### config.mk
export PLATFORM = sky130hd
export DESIGN_NAME = vga_wb_buffer_flat
export DESIGN_NICKNAME = d
export VERILOG_FILES = /design/src/rtl/vga_wb_pkg.sv /design/src/rtl/vga_wb_buffer_if.sv /design/src/rtl/vga_wb_wfifo.sv /design/src/rtl/vga_wb_buffer.sv /design/src/flat_wrapper.sv
export SDC_FILE = /design/constraint.sdc
export NUM_CORES = 1
export LEC_CHECK = 0
export BUFFER_PORTS_ARGS = -buffer_cell sky130_fd_sc_hd__buf_2
export CAP_MARGIN = 20
export CORE_MARGIN = 2
export CORE_UTILIZATION = 54
export CTS_CLUSTER_DIAMETER = 150
export CTS_CLUSTER_SIZE = 16
export DETAILED_ROUTE_END_ITERATION = 16
export MAX_ROUTING_LAYER = met4
export PLACE_DENSITY = 0.84
export SYNTH_ARGS = -nofsm -noshare
export SYNTH_HDL_FRONTEND = slang
export SYNTH_SLANG_ARGS = --single-unit
export TNS_END_PERCENT = 100
### constraint.sdc
create_clock -name wb_clk_i -period 3.1 [get_ports wb_clk_i]
set_input_delay 0.155 -clock wb_clk_i [delete_from_list [all_inputs] [get_ports wb_clk_i]]
set_output_delay 0.155 -clock wb_clk_i [all_outputs]
set_load 0.01 [all_outputs]
### src/rtl/vga_wb_pkg.sv
`default_nettype none
// ============================================================================
// Module   : vga_wb_pkg
// Brief    : Shared types and constants for the VGA Wishbone request buffer.
// Revision : 1.0 - initial release
// ============================================================================
package vga_wb_pkg;

    localparam int WDOG_W = 8;

    // One posted write: word address [16:1], data, byte selects, space tag
    typedef struct packed {
        logic [15:0] adr;
        logic [15:0] dat;
        logic [1:0]  sel;
        logic        tga;
    } wfifo_entry_t;

    typedef enum logic [1:0] {
        IDLE  = 2'd0,
        WR    = 2'd1,
        RD    = 2'd2,
        RDACK = 2'd3
    } state_t;

endpackage
`default_nettype wire

### src/rtl/vga_wb_buffer_if.sv
`default_nettype none
// ============================================================================
// Module   : vga_wb_buffer_if
// Brief    : 16-bit Wishbone bus (word address [16:1]) with master/slave views.
// Revision : 1.0 - initial release
// ============================================================================
interface vga_wb_buffer_if;

    logic [15:0] wdat;
    logic [15:0] rdat;
    logic [15:0] adr;
    logic        we;
    logic        tga;
    logic [1:0]  sel;
    logic        stb;
    logic        cyc;
    logic        ack;

    modport master (
        output wdat, adr, we, tga, sel, stb, cyc,
        input  rdat, ack
    );

    modport slave (
        input  wdat, adr, we, tga, sel, stb, cyc,
        output rdat, ack
    );

endinterface
`default_nettype wire

### src/rtl/vga_wb_wfifo.sv
`default_nettype none
// ============================================================================
// Module   : vga_wb_wfifo
// Brief    : Posted-write FIFO with registered head entry.
// Revision : 1.0 - initial release
// ============================================================================
module vga_wb_wfifo
    import vga_wb_pkg::*;
#(
    parameter int FIFO_DEPTH = 4
) (
    input  wire logic         clk,
    input  wire logic         rst,
    input  wire logic         push,
    input  wire logic         pop,
    input  wire wfifo_entry_t din,
    output wfifo_entry_t      head,
    output logic              full,
    output logic              empty
);

    localparam int AW = $clog2(FIFO_DEPTH);

    wfifo_entry_t  r_mem [FIFO_DEPTH];
    wfifo_entry_t  r_head;
    logic [AW-1:0] r_wr_ptr;
    logic [AW-1:0] r_rd_ptr;
    logic [AW:0]   r_count;
    logic [AW-1:0] w_rd_ptr_nxt;
    logic          w_push;
    logic          w_pop;

    assign full         = (r_count == (AW+1)'(FIFO_DEPTH));
    assign empty        = (r_count == '0);
    assign w_push       = push & ~full;
    assign w_pop        = pop & ~empty;
    assign w_rd_ptr_nxt = w_pop ? r_rd_ptr + 1'b1 : r_rd_ptr;
    assign head         = r_head;

    always_ff @(posedge clk) begin
        if (w_push) begin
            r_mem[r_wr_ptr] <= din;
        end
    end

    always_ff @(posedge clk or posedge rst) begin
        if (rst) begin
            r_wr_ptr <= '0;
            r_rd_ptr <= '0;
            r_count  <= '0;
            r_head   <= '0;
        end else begin
            if (w_push) begin
                r_wr_ptr <= r_wr_ptr + 1'b1;
            end
            r_rd_ptr <= w_rd_ptr_nxt;
            if (w_push && !w_pop) begin
                r_count <= r_count + 1'b1;
            end else if (!w_push && w_pop) begin
                r_count <= r_count - 1'b1;
            end
            // A push landing in the slot that becomes the head bypasses the array
            if (w_push && (r_wr_ptr == w_rd_ptr_nxt)) begin
                r_head <= din;
            end else begin
                r_head <= r_mem[w_rd_ptr_nxt];
            end
        end
    end

endmodule
`default_nettype wire

### src/rtl/vga_wb_buffer.sv
`default_nettype none
// ============================================================================
// Module   : vga_wb_buffer
// Brief    : Posted-write / serialised-read Wishbone buffer in front of the VGA.
// Revision : 1.0 - initial release
// ============================================================================
module vga_wb_buffer
    import vga_wb_pkg::*;
#(
    parameter int FIFO_DEPTH = 4,
    parameter int TIMEOUT    = 255
) (
    input  wire logic      wb_clk_i,
    input  wire logic      wb_rst_i,
    vga_wb_buffer_if.slave  wbs,
    vga_wb_buffer_if.master wbm,
    output logic           busy_o,
    output logic           timeout_o
);

    state_t              r_state;
    state_t              w_state_nxt;
    logic                r_wbs_ack;
    logic [15:0]         r_wbs_dat;
    logic [15:0]         r_adr;
    logic [15:0]         r_dat;
    logic [1:0]          r_sel;
    logic                r_tga;
    logic                r_we;
    logic                r_stb;
    logic [WDOG_W-1:0]   r_wdog;
    logic                r_timeout;
    logic                r_abort;

    logic                w_req;
    logic                w_push;
    logic                w_rd_req;
    logic                w_expire;
    logic                w_abort;
    logic                w_full;
    logic                w_empty;
    logic                w_pop;
    logic                w_load_wr;
    logic                w_load_rd;
    logic                w_rd_done;
    logic                w_timeout;
    wfifo_entry_t        w_din;
    wfifo_entry_t        w_head;

    // ~ack keeps a request held through its own ack cycle from being taken twice
    assign w_req    = wbs.stb & wbs.cyc & ~r_wbs_ack;
    assign w_push   = w_req & wbs.we & ~w_full;
    assign w_rd_req = w_req & ~wbs.we;
    assign w_expire = r_stb & ~wbm.ack & (r_wdog == WDOG_W'(TIMEOUT - 1));
    assign w_abort  = r_abort | ~wbs.cyc;
    assign w_din    = '{adr: wbs.adr, dat: wbs.wdat, sel: wbs.sel, tga: wbs.tga};

    vga_wb_wfifo #(
        .FIFO_DEPTH (FIFO_DEPTH)
    ) u_wfifo (
        .clk   (wb_clk_i),
        .rst   (wb_rst_i),
        .push  (w_push),
        .pop   (w_pop),
        .din   (w_din),
        .head  (w_head),
        .full  (w_full),
        .empty (w_empty)
    );

    always_comb begin
        w_state_nxt = r_state;
        w_pop       = 1'b0;
        w_load_wr   = 1'b0;
        w_load_rd   = 1'b0;
        w_rd_done   = 1'b0;
        w_timeout   = 1'b0;
        case (r_state)
            IDLE: begin
                if (!w_empty) begin
                    w_state_nxt = WR;
                    w_load_wr   = 1'b1;
                end else if (w_rd_req) begin
                    w_state_nxt = RD;
                    w_load_rd   = 1'b1;
                end
            end
            WR: begin
                if (wbm.ack || w_expire) begin
                    w_pop       = 1'b1;
                    w_timeout   = ~wbm.ack;
                    w_state_nxt = IDLE;
                end
            end
            RD: begin
                if (wbm.ack || w_expire) begin
                    w_timeout = ~wbm.ack;
                    if (w_abort) begin
                        w_state_nxt = IDLE;
                    end else begin
                        w_rd_done   = 1'b1;
                        w_state_nxt = RDACK;
                    end
                end
            end
            RDACK: begin
                w_state_nxt = IDLE;
            end
            default: begin
                w_state_nxt = IDLE;
            end
        endcase
    end

    always_ff @(posedge wb_clk_i or posedge wb_rst_i) begin
        if (wb_rst_i) begin
            r_state   <= IDLE;
            r_wbs_ack <= 1'b0;
            r_wbs_dat <= '0;
            r_adr     <= '0;
            r_dat     <= '0;
            r_sel     <= '0;
            r_tga     <= 1'b0;
            r_we      <= 1'b0;
            r_stb     <= 1'b0;
            r_wdog    <= '0;
            r_timeout <= 1'b0;
            r_abort   <= 1'b0;
        end else begin
            r_state   <= w_state_nxt;
            r_wbs_ack <= w_push | w_rd_done;
            r_timeout <= w_timeout;
            if (w_rd_done) begin
                r_wbs_dat <= wbm.ack ? wbm.rdat : 16'hFFFF;
            end
            if (w_load_wr) begin
                r_adr <= w_head.adr;
                r_dat <= w_head.dat;
                r_sel <= w_head.sel;
                r_tga <= w_head.tga;
                r_we  <= 1'b1;
            end else if (w_load_rd) begin
                r_adr <= wbs.adr;
                r_sel <= wbs.sel;
                r_tga <= wbs.tga;
                r_we  <= 1'b0;
            end
            if (w_load_wr || w_load_rd) begin
                r_stb <= 1'b1;
            end else if (r_stb && (wbm.ack || w_expire)) begin
                r_stb <= 1'b0;
            end
            if (w_load_wr || w_load_rd) begin
                r_wdog <= '0;
            end else if (r_stb && !wbm.ack) begin
                r_wdog <= r_wdog + 1'b1;
            end
            // Sticky: the CPU may raise cyc again for a new write before the read drains
            if (r_state != RD) begin
                r_abort <= 1'b0;
            end else if (!wbs.cyc) begin
                r_abort <= 1'b1;
            end
        end
    end

    assign wbs.ack   = r_wbs_ack;
    assign wbs.rdat  = r_wbs_dat;
    assign wbm.adr   = r_adr;
    assign wbm.wdat  = r_dat;
    assign wbm.sel   = r_sel;
    assign wbm.tga   = r_tga;
    assign wbm.we    = r_we;
    assign wbm.stb   = r_stb;
    assign wbm.cyc   = r_stb;
    assign busy_o    = ~w_empty | r_stb;
    assign timeout_o = r_timeout;

endmodule
`default_nettype wire

### src/flat_wrapper.sv
// flat-port wrapper written by rule: the top's interface ports become plain ports
module vga_wb_buffer_flat import vga_wb_pkg::*;
#(
    parameter int FIFO_DEPTH = 4,
    parameter int TIMEOUT    = 255
)
  (wb_clk_i, wb_rst_i, busy_o, timeout_o, wbs_wdat, wbs_adr, wbs_we, wbs_tga, wbs_sel, wbs_stb, wbs_cyc, wbs_rdat, wbs_ack, wbm_wdat, wbm_adr, wbm_we, wbm_tga, wbm_sel, wbm_stb, wbm_cyc, wbm_rdat, wbm_ack);
  vga_wb_buffer_if wbs_i ();
  vga_wb_buffer_if wbm_i ();
  input  wire logic wb_clk_i;
  input  wire logic wb_rst_i;
  output logic busy_o;
  output logic timeout_o;
  input wire logic [$bits(wbs_i.wdat)-1:0] wbs_wdat;
  input wire logic [$bits(wbs_i.adr)-1:0] wbs_adr;
  input wire logic [$bits(wbs_i.we)-1:0] wbs_we;
  input wire logic [$bits(wbs_i.tga)-1:0] wbs_tga;
  input wire logic [$bits(wbs_i.sel)-1:0] wbs_sel;
  input wire logic [$bits(wbs_i.stb)-1:0] wbs_stb;
  input wire logic [$bits(wbs_i.cyc)-1:0] wbs_cyc;
  output wire logic [$bits(wbs_i.rdat)-1:0] wbs_rdat;
  output wire logic [$bits(wbs_i.ack)-1:0] wbs_ack;
  output wire logic [$bits(wbm_i.wdat)-1:0] wbm_wdat;
  output wire logic [$bits(wbm_i.adr)-1:0] wbm_adr;
  output wire logic [$bits(wbm_i.we)-1:0] wbm_we;
  output wire logic [$bits(wbm_i.tga)-1:0] wbm_tga;
  output wire logic [$bits(wbm_i.sel)-1:0] wbm_sel;
  output wire logic [$bits(wbm_i.stb)-1:0] wbm_stb;
  output wire logic [$bits(wbm_i.cyc)-1:0] wbm_cyc;
  input wire logic [$bits(wbm_i.rdat)-1:0] wbm_rdat;
  input wire logic [$bits(wbm_i.ack)-1:0] wbm_ack;
  assign wbs_i.wdat = wbs_wdat;
  assign wbs_i.adr = wbs_adr;
  assign wbs_i.we = wbs_we;
  assign wbs_i.tga = wbs_tga;
  assign wbs_i.sel = wbs_sel;
  assign wbs_i.stb = wbs_stb;
  assign wbs_i.cyc = wbs_cyc;
  assign wbs_rdat = wbs_i.rdat;
  assign wbs_ack = wbs_i.ack;
  assign wbm_wdat = wbm_i.wdat;
  assign wbm_adr = wbm_i.adr;
  assign wbm_we = wbm_i.we;
  assign wbm_tga = wbm_i.tga;
  assign wbm_sel = wbm_i.sel;
  assign wbm_stb = wbm_i.stb;
  assign wbm_cyc = wbm_i.cyc;
  assign wbm_i.rdat = wbm_rdat;
  assign wbm_i.ack = wbm_ack;
  vga_wb_buffer #(.FIFO_DEPTH(FIFO_DEPTH), .TIMEOUT(TIMEOUT)) u_core (.wb_clk_i(wb_clk_i), .wb_rst_i(wb_rst_i), .wbs(wbs_i), .wbm(wbm_i), .busy_o(busy_o), .timeout_o(timeout_o));
endmodule
# Yosys cells after proc, flatten, opt, wreduce, memory -nomap -nowiden
# Memories as Yosys holds them, arrays and structs flattened. A register that Yosys moved wholly into a read port is not among the register bits.
# Cells that the tools add are included.
# word_totals
mem_bits_rw	140
register_bits	73
n_memories	1
input_bits	57
wordCells	104
# mem_list
name	words	word_bits	rd	rd_ports_with_merged_regs	wr	line_no	rtl
u_core.u_wfifo.r_mem	4	35	1	1	1	vga_wb_wfifo.sv:24	wfifo_entry_t r_mem [FIFO_DEPTH];
# op_classes
bitwise	18
n_reduce_logical	17
n_eq_ne	10
mux	38
add_sub_neg	5
# ops
operator	n
$mux W16	3
$mux W1	22
$mux W2	8
$mux W8	2
$and A1 B1 Y1	9
$add A8 B1 Y8 const B	1
$eq A8 B8 Y1 const B	1
$pmux W2 S4	1
$reduce_bool A2 Y1	4
$mux W3	2
$ne A2 B1 Y1 const B	3
$not A1 Y1	6
$add A2 B1 Y2 const B	2
$eq A2 B2 Y1 const B	2
$logic_and A1 B1 Y1	4
$add A3 B1 Y3 const B	1
$eq A3 B3 Y1 const B	1
$logic_not A1 Y1	3
$logic_not A3 Y1	1
$ne A3 B2 Y1 const B	1
$or A1 B1 Y1	3
$reduce_and A3 Y1	1
$sub A3 B1 Y3 const B	1
$eq A2 B1 Y1 const B	1
4 further kinds	5

# Logic depth before layout (Yosys ltp)
# Gate-level depths: netlist of the first run.
# depth
word_depth	10
depth_mapped	14
mapped_depth_nobuf	12

# Hierarchy
# Synthesis of the first run repeated with hierarchy kept, for this count alone.
# hier_totals
hier_cells	1011
hier_area_um2	11019.3
# by_module_without_submodules
module	n_inst	area_per_inst_um2	seq_area_each_um2	cells_each
vga_wb_wfifo	1	8200.4	5255.0	778
vga_wb_buffer	1	2819.0	1651.6	233

# Worst setup path after synthesis of the first run
# Ideal clock, no wire load.
# synth_timing
path_type	flip-flop to flip-flop
start	register u_core.r_wdog[0]
end	register u_core.u_wfifo.r_count[2]
path_buffers	2
t_required_ns	3.021
setup_slack_ns	0.490
path_stages_with_launch	15
period_less_slack_ns	2.610
arrival_ns	2.531
path_cell_list	dfrtp_1 > inv_1 > ha_1 > and3_1 > a41oi_2 > nor2_1 > inv_1 > buf_2 > buf_2 > ha_1 > inv_1 > fa_1 > xor2_1 > nor2_1 > xor2_1
# synth_between
elab_chain_cells	9
# synth_rtl
item	line_no	rtl
start: declaration	vga_wb_buffer.sv:31	logic [WDOG_W-1:0] r_wdog;
start signal: assignment	vga_wb_buffer.sv:156	r_wdog <= r_wdog + 1'b1;
$eq A8 B8 Y1 *	vga_wb_buffer.sv:54	assign w_expire = r_stb & ~wbm.ack & (r_wdog == WDOG_W'(TIMEOUT - 1));
$and A1 B1 Y1 *	vga_wb_buffer.sv:54	
$logic_or A1 B1 Y1 *	vga_wb_buffer.sv:89	if (wbm.ack || w_expire) begin
$mux W1 *	vga_wb_buffer.sv:89	
$mux W1 *	vga_wb_buffer.sv:78	case (r_state)
$and A1 B1 Y1 *	vga_wb_wfifo.sv:36	assign w_pop = pop & ~empty;
$logic_not A1 Y1	vga_wb_wfifo.sv:57	if (w_push && !w_pop) begin
$logic_and A1 B1 Y1	vga_wb_wfifo.sv:57	
$mux W3 / $reduce_bool A2 Y1 (equally long branches)	n/a	
end signal: assignment	vga_wb_wfifo.sv:58	r_count <= r_count + 1'b1;
end signal: assignment	vga_wb_wfifo.sv:60	r_count <= r_count - 1'b1;
end: declaration	vga_wb_wfifo.sv:28	logic [AW:0] r_count;
# Every way passes the cells marked *; elsewhere a longest branch is shown, timed or not.
# A chain may end at the register's enable or synchronous reset.

# Worst setup path in the final report of the first run
# layout_timing
start	register u_core.r_wdog[1]
end	register, netlist name u_core.u_wfifo.head[27]
# layout_between
elab_chain_cells	7
# layout_rtl
item	line_no	rtl
$eq A8 B8 Y1	vga_wb_buffer.sv:54	
$and A1 B1 Y1	vga_wb_buffer.sv:54	
$logic_or A1 B1 Y1	vga_wb_buffer.sv:89	
$mux W1	vga_wb_buffer.sv:89	
$mux W1	vga_wb_buffer.sv:78	
$and A1 B1 Y1	vga_wb_wfifo.sv:36	
$mux W2	vga_wb_wfifo.sv:37	assign w_rd_ptr_nxt = w_pop ? r_rd_ptr + 1'b1 : r_rd_ptr;
# No other way between the ends.

==> results of run 1 <==
through the flow:
step / total power, W / instance area, um^2 / util [%]
3_3_place_gp: 0.00993 / 12300 / 58.9
6_report: 0.0125 / 13400 / 64.1
4_1_cts: 0.0125 / 13400 / 64.0
2_1_floorplan: 0.00871 / 11500 / -
5_1_grt: 0.0132 / 13400 / 64.1
3_5_place_dp: 0.0101 / 12300 / 58.9
timing repair:
| action | 4_1_cts | 5_1_grt |
|---|---|---|
| hold buffers | 53 | 0 |
| gates resized for setup | 0 | 3 |
| endpoints found under the hold margin | 232 | 0 |
| buffers inserted | 0 | 0 |
| endpoints found under the setup margin | 0 | 14 |
report_power, final:
part / switching (W) / internal, W
logic: 0.00307 / 0.00245
registers: 0.000420 / 0.00429
clock network: 0.00112 / 0.00116
total: 0.00461 / 0.00790
cell usage in the layout, fill, tap and decap left out, types with 2 or more instances in the layout:
master,instances
edfxtp_1,140
buf_2,113
dfrtp_1,106
mux2_2,87
nor3_1,73
nor2_1,66
dlygate4sd3_1,53
or3_1,36
nor4_1,35
a22o_1,35
a22oi_1,35
o221ai_2,30
buf_4,23
a21oi_1,20
clkbuf_16,19
nand2_1,16
o22a_1,16
clkbuf_1,13
mux2i_1,10
ha_1,10
inv_1,9
o22ai_1,9
xor2_1,8
xnor2_1,7
o221ai_1,5
o21ai_0,5
buf_12,5
nand4_1,4
and3_1,4
and2_2,4
buf_6,3
nor2b_1,2
and4_1,2
nor2_4,2
nand3_1,2
dfrtp_4,2
registers in the layout, summed over array words and instances (netlist names), 2 cells and up:
| register | flops |
|---|---|
| u_core.u_wfifo.r_mem | 140 |
| u_core.u_wfifo.head | 35 |
| u_core.wbm.adr | 16 |
| u_core.wbm.wdat | 16 |
| u_core.wbs.rdat | 16 |
| u_core.r_wdog | 8 |
| u_core.u_wfifo.r_count | 3 |
| u_core.r_state | 2 |
| u_core.u_wfifo.r_rd_ptr | 2 |
| u_core.u_wfifo.r_wr_ptr | 2 |
| u_core.wbm.sel | 2 |
final cells by class:
cell class	count	area share (%)
Sequential cell	248	51.5
Multi-Input combinational cell	541	31.3
Timing Repair Buffer	197	10.4
Clock buffer	32	3.90
Tap cell	275	2.56
Inverter	10	0.298
Clock inverter	1	0.0652
worst paths after layout:
path                       slack (ps)                    endpoint  depth (start not counted)
setup reg to reg                  150     u_core.u_wfifo.head[27]                          8
hold / removal                    100  u_core.u_wfifo.r_wr_ptr[0]                          4
hold reg to reg                   470               u_core.wbm.we                          2
max in group asynchronous        2010     u_core.u_wfifo.head[12]                          4
min in group asynchronous         320   u_core.u_wfifo.r_count[1]                          3
setup / recovery                  150     u_core.u_wfifo.head[27]                          8
metal layers:
layer	GRT usage [%]	part of all wire [%]
met2	41.0	48
met4	6.75	1.6
met5	-	0
met3	3.66	7.4
met1	34.1	43
worst max-delay path, cell delays in order, from the launching register on:
cell and delay [ps]:
dfrtp_1 430, ha_1 210, and3_1 220, a41oi_4 290, nor2_4 90, inv_1 90, o21ai_1 180, nor2_2 900
mux2_2 430
logic make-up after synthesis:
group           Yosys count
flops                   248
mux                      98
compound gates          163
simple gates            253
xor+xnor                 15
buf+inv                  90
fa+ha+maj                11
==> metrics.md, run 1 <==
| Metric | Value |
|---|---|
| CTS tree | done |
| Critical path fanouts, max | 15 |
| Synth cell count leaders | edfxtp_1 (140), dfrtp_1 (108), mux2_2 (87), nor3_1 (73), nor2_1 (67) |
| N_diodes | 0 |
| Layout area overhead | 16.6% |
| Compound-cell area share of the yosys netlist | 12.8% |
| Worst setup startpoint | u_core.r_wdog[1] |
| Nets@finish | 1085 |
| DRT Pass-1 Iters | 5 |
| Clock Latency Late Sink | 500 ps |
| Routed WL | 27600 um |
| # rows | 53 |
| Syn Nets | 946 |
| Kind of end point of the critical path | register |
| Period utilization | 95.2% |
| Initial antenna violation count | 0 |
| Starting Density | 55.0% |
| Filler cells | 1571 |
| Total number of vias | 8105 |
| Cells after Synth | 878 |
| Area of the multi-input gates | 4200 um^2 |
| Clock Skew | 20.3 ps |
| Max_slew headroom | 25.3% |
| Register bit total from synthesis | 248 |
| Crit path required time | 3480 ps |
| CTS Buffer Depth | 3 |
| Final Critical Period | 2950 ps |
| Final Hold Viols | 0 |
| Placed cells | 1216 |
| Hold/Removal Path Class | primary input to register |
| Simple-gate area share of the yosys netlist | 11.4% |
| DRC | 0 |
| Status | completed |
| Htree depth | 1 |
| Die Height | 150 um |
| PnR worst setup slack | 148 ps |
| Core box area | 21000 um^2 |
| Synth warn | 0 |
| R2r startpoint | u_core.r_wdog[1] |
| Setup TNS | 0 ps |
| Num CTS Buffers | 19 |
| Via density | 6.22 |
| First-pass GRT wire length | 43900 um |
| Final HPWL DP | 15700 um |
| Synth top area cells | edfxtp_1 (36%), dfrtp_1 (23%), mux2_2 (8.5%) |
| Post-synthesis adder-cell area fraction | 1.26% |
| Hold Crit Start | wbs_we |
| Worst slack, placed | 109 ps |
| PwrDens | 931 nW/um^2 |
| Detail Route Antenna Nets | 0 |
| Die area | 22500 um^2 |
| Post-synthesis cell area | 11500 um^2 |
| Avg Cell Area, Syn | 13.1 um^2 |
| Max Clock Freq | 339 MHz |
| WP data arrival | 3340 ps |
| # IOs | 114 |
| Leakage | 5.08 nW |
| Worst Max-Slew Pin Slew | 1120 ps |
| Storage element area | 6910 um^2 |
| Yosys cell types | 49 |
| Synth Flop Type | edfxtp_1 |
| Max-Cap Viols | 0 |
| Startpoint Class | register |
| VDD IR max | 0.610 mV |
| Vias in the first global route | 8363 |
| Slew Limit Fails | 0 |
| Final setup fails | 0 |
| Largest net degree at the start of global routing | 73 |
| Proportion of synthesized area in mux cells | 9.57% |
| # port buffers | 113 |
| Hold Slack | 104 ps |
| Yosys top cell area share | 36.5% |
| Die extent in x | 150 um |
| DR WL/cell | 21.2 um |
| Grt total ovfl | 0 |
| Clk slew on worst S/H paths | 70 ps |
| Tot GR Track Use | 25.4% |
| XOR/XNOR share of the synthesized area | 1.14% |
| Async set-reset flop share out of synthesis | 43.5% |
| Share of cells above drive strength 1 | 29.0% |
| Post-synth top area cell | edfxtp_1 |
| Clock Sinks | 248 |
| Largest family of logic cells by synthesized area | compound AO/OA/AOI/OAI gates |
| CTS root buffer | clkbuf_16 |
| Post-synthesis sequential area ratio | 60.0% |
| Most frequent cell after synthesis | edfxtp_1 |
| Post-synth EDFFs | 140 |
| RSZ-0062 raised after global routing | false |
| Kind of critical path | register to register |
| Final GP Congestion | 0.819 |
| 1st-iter DRT viols | 1061 |
| Final cell count without fillers | 1304 |
No activity file was read; power rests on OpenSTA's default activity.
==> run 2, diff against run 1 <==
--- a/config.mk
+++ b/config.mk
@@ -14,6 +14,7 @@
 export DETAILED_ROUTE_END_ITERATION = 16
 export MAX_ROUTING_LAYER = met4
 export PLACE_DENSITY = 0.84
+export REMOVE_ABC_BUFFERS = 1
 export SYNTH_ARGS = -nofsm -noshare
 export SYNTH_HDL_FRONTEND = slang
 export SYNTH_SLANG_ARGS = --single-unit
==> run 2 against run 1 <==
Effect of this change:
- global-route usage is 0.33 points lower
- sequential power up 3%
- fmax grew 11%
- critical path depth is 1 higher
- non-clock buffer count decreased by 2
- worst hold slack worse by 19 ps
- register-to-register slack improved by 300 ps
- sequential share of layout area fell by 0.072 points
- clock-buffer cell count unchanged
- flip-flop and latch count stayed put
==> metrics.md, run 2 (same netlist as run 1, synthesis figures left out) <==
| Metric | Value |
|---|---|
| Starting Density | 55.0% (unchanged) |
| Met2 Usage GRT | 41.2% (+0.21 points) |
| Period utilization | 85.6% (-9.6 points) |
| Final GP Congestion | 0.815 (-0.51%) |
| WP data arrival | 3040 ps (-300 ps) |
| Initial antenna violation count | 1 (+1) |
| PnR worst setup slack | 445 ps (+297 ps) |
| Die extent in x | 150 um (unchanged) |
| 1st-iter DRT viols | 641 (-40%) |
| Internal power | 0.00792 W (+0.27%) |
| Num CTS Buffers | 19 (unchanged) |
| Post-CTS sizing | 0 (unchanged) |
| Max reg flops | 140 (unchanged) |
| Total number of vias | 8197 (+1.1%) |
| Combinational power share | 43.2% (-0.9 points) |
| Max Clock Freq | 377 MHz (+11%) |
| Detail Route Antenna Nets | 0 (unchanged) |
| DRT Pass-1 Iters | 5 (unchanged) |
| Share of cells above drive strength 1 | 28.9% (-0.041 points) |
| Largest net degree at the start of global routing | 68 (-6.8%) |
| CTS Buffer Depth | 3 (unchanged) |
| Nets@finish | 1082 (-0.28%) |
| GRT busiest layer | met2 |
| Final HPWL DP | 15600 um (about the same) |
| Clk slew on worst S/H paths | 70 ps (about the same) |
| Tot GR Track Use | 25.0% (-0.33 points) |
| Status | completed |
| Clock Sinks | 248 (unchanged) |
| Clk pwr share | 18.2% (about the same) |
| First-pass GRT wire length | 43100 um (-1.9%) |
| Htree depth | 1 (unchanged) |
| Startpoint Class | register |
| VDD IR max | 0.546 mV (-11%) |
| DR WL/cell | 20.8 um (-1.8%) |
| Core box area | 21000 um^2 (unchanged) |
| Hold/Removal Path Class | primary input to register |
| Worst slack, placed | 492 ps (+383 ps) |
| Seq pwr share | 38.6% (+0.9 points) |
| Max-Cap Viols | 0 (unchanged) |
| Clock Latency Late Sink | 510 ps (about the same) |
| Slew Limit Fails | 0 (unchanged) |
| Final Hold Viols | 0 (unchanged) |
| Kind of critical path | register to register |
| Hold buffer count at CTS | 53 (unchanged) |
| Routed WL | 27100 um (-1.9%) |
| RSZ-0062 raised after global routing | false |
| CTS root buffer | clkbuf_16 |
| Met3 GRT Util | 3.96% (+0.30 points) |
| Worst Max-Slew Pin Slew | 885 ps (-235 ps) |
| Most frequent cells in the layout | edfxtp_1 (140), buf_2 (113), dfrtp_1 (106), mux2_2 (87), nor3_1 (73) |
| Max_slew headroom | 41.0% (+16 points) |
| NetSw | 0.00464 W (+0.62%) |
| Critical path fanouts, max | 21 (+6) |
| Leakage | 5.09 nW (about the same) |
| Layout area overhead | 16.8% |
| Final Critical Period | 2650 ps (-297 ps) |
| # rows | 53 (unchanged) |
| Largest register by flop count | u_core.u_wfifo.r_mem |
| Sw frac | 36.9% (+0.082 points) |
| PwrDens | 934 nW/um^2 (+0.25%) |
| Setup TNS | 0 ps (unchanged) |
| Via density | 6.29 (+1.2%) |
| DRC | 0 (unchanged) |
| Die Height | 150 um (unchanged) |
| Kind of end point of the critical path | register |
| CTS tree | done |
| Crit path required time | 3480 ps (about the same) |
| Filler cells | 1514 (-3.6%) |
| # IOs | 114 (unchanged) |
| # port buffers | 113 (unchanged) |
| Met1 Use GR | 32.2% (-1.9 points) |
| Grt total ovfl | 0 (unchanged) |
| Vias in the first global route | 8240 (-1.5%) |
| Most common cell after layout, fill and taps aside | edfxtp_1 |
| Die area | 22500 um^2 (unchanged) |
| Final setup fails | 0 (unchanged) |
| Clock Skew | 16.4 ps (-3.81 ps) |
| Post-CTS Setup Bufs | 0 (unchanged) |
[run 2: cell types whose count changed in the layout (fill, tap and decap cells not counted)]
cell,before,now
buf_12,5,8
diode_2,0,1
buf_6,3,0
nor2_2,1,0
nor2b_1,2,1
nor2b_2,0,1
inv_6,1,2
buf_4,23,21
[run 2: power groups by stage]
stage / Clock (W) / Combinational, W / Sequential, W
after floorplan: 0 / 0.00335 / 0.00517
after global placement: 0 / 0.00512 / 0.00487
after detailed placement: 0 / 0.00532 / 0.00489
after CTS: 0.00233 / 0.00540 / 0.00484
after global routing: 0.00244 / 0.00590 / 0.00494
final: 0.00229 / 0.00542 / 0.00485
[run 2: worst paths after layout]
kind / cells past startpoint / start / endpoint / slack (ps)
worst max-delay path: 9 / u_core.r_wdog[0] / u_core.u_wfifo.head[0] / 450
worst min-delay path: 4 / wbs_we / u_core.u_wfifo.r_wr_ptr[0] / 80
worst max register to register: 9 / u_core.r_wdog[0] / u_core.u_wfifo.head[0] / 450
worst min register to register: 1 / u_core.u_wfifo.head[15] / u_core.wbm.wdat[12] / 480
max in group asynchronous: 4 / wb_rst_i / u_core.u_wfifo.r_rd_ptr[0] / 1940
min in group asynchronous: 3 / wb_rst_i / u_core.wbm.adr[12] / 400
[run 2: through the flow]
step / power (W) / utilization (%) / area (um^2) / hold WS (ps) / cells
global placement: 0.00999 / 59.1 / 12400 / 364 / 1215
finish: 0.0126 / 64.2 / 13500 / 84.9 / 1303
CTS: 0.0126 / 64.2 / 13400 / 73.9 / 1302
detailed placement: 0.0102 / 59.1 / 12400 / 368 / 1215
global route: 0.0133 / 64.2 / 13500 / 94.8 / 1303
floorplan: 0.00852 / - / 11100 / 254 / 798
[run 2: cell type report]
cell class | instances | area, um^2 | share of cell area (%)
antenna | 1 | 2.50 | 0.0186
clock buffer | 32 | 524 | 3.90
clock inverter | 2 | 17.5 | 0.130
inverter | 10 | 40.0 | 0.298
multi-input combinational | 540 | 4190 | 31.2
sequential | 248 | 6910 | 51.4
tap | 275 | 344 | 2.56
timing repair buffer | 195 | 1410 | 10.5
[run 2: critical path: stages, from the launching register on]
cell and delay (ps):
dfrtp_1 430, inv_1 80, ha_1 160, and3_1 240
a41oi_4 180, or3_2 500, buf_4 280, o221ai_1 260
a22oi_1 140, mux2_2 270
[run 2: layer usage]
metal | wire length, um | up-vias
met5 | 0 | -
met2 | 13400 | 400
met3 | 2030 | 51
li1 | - | 3662
met4 | 621 | 0
met1 | 11000 | 4084
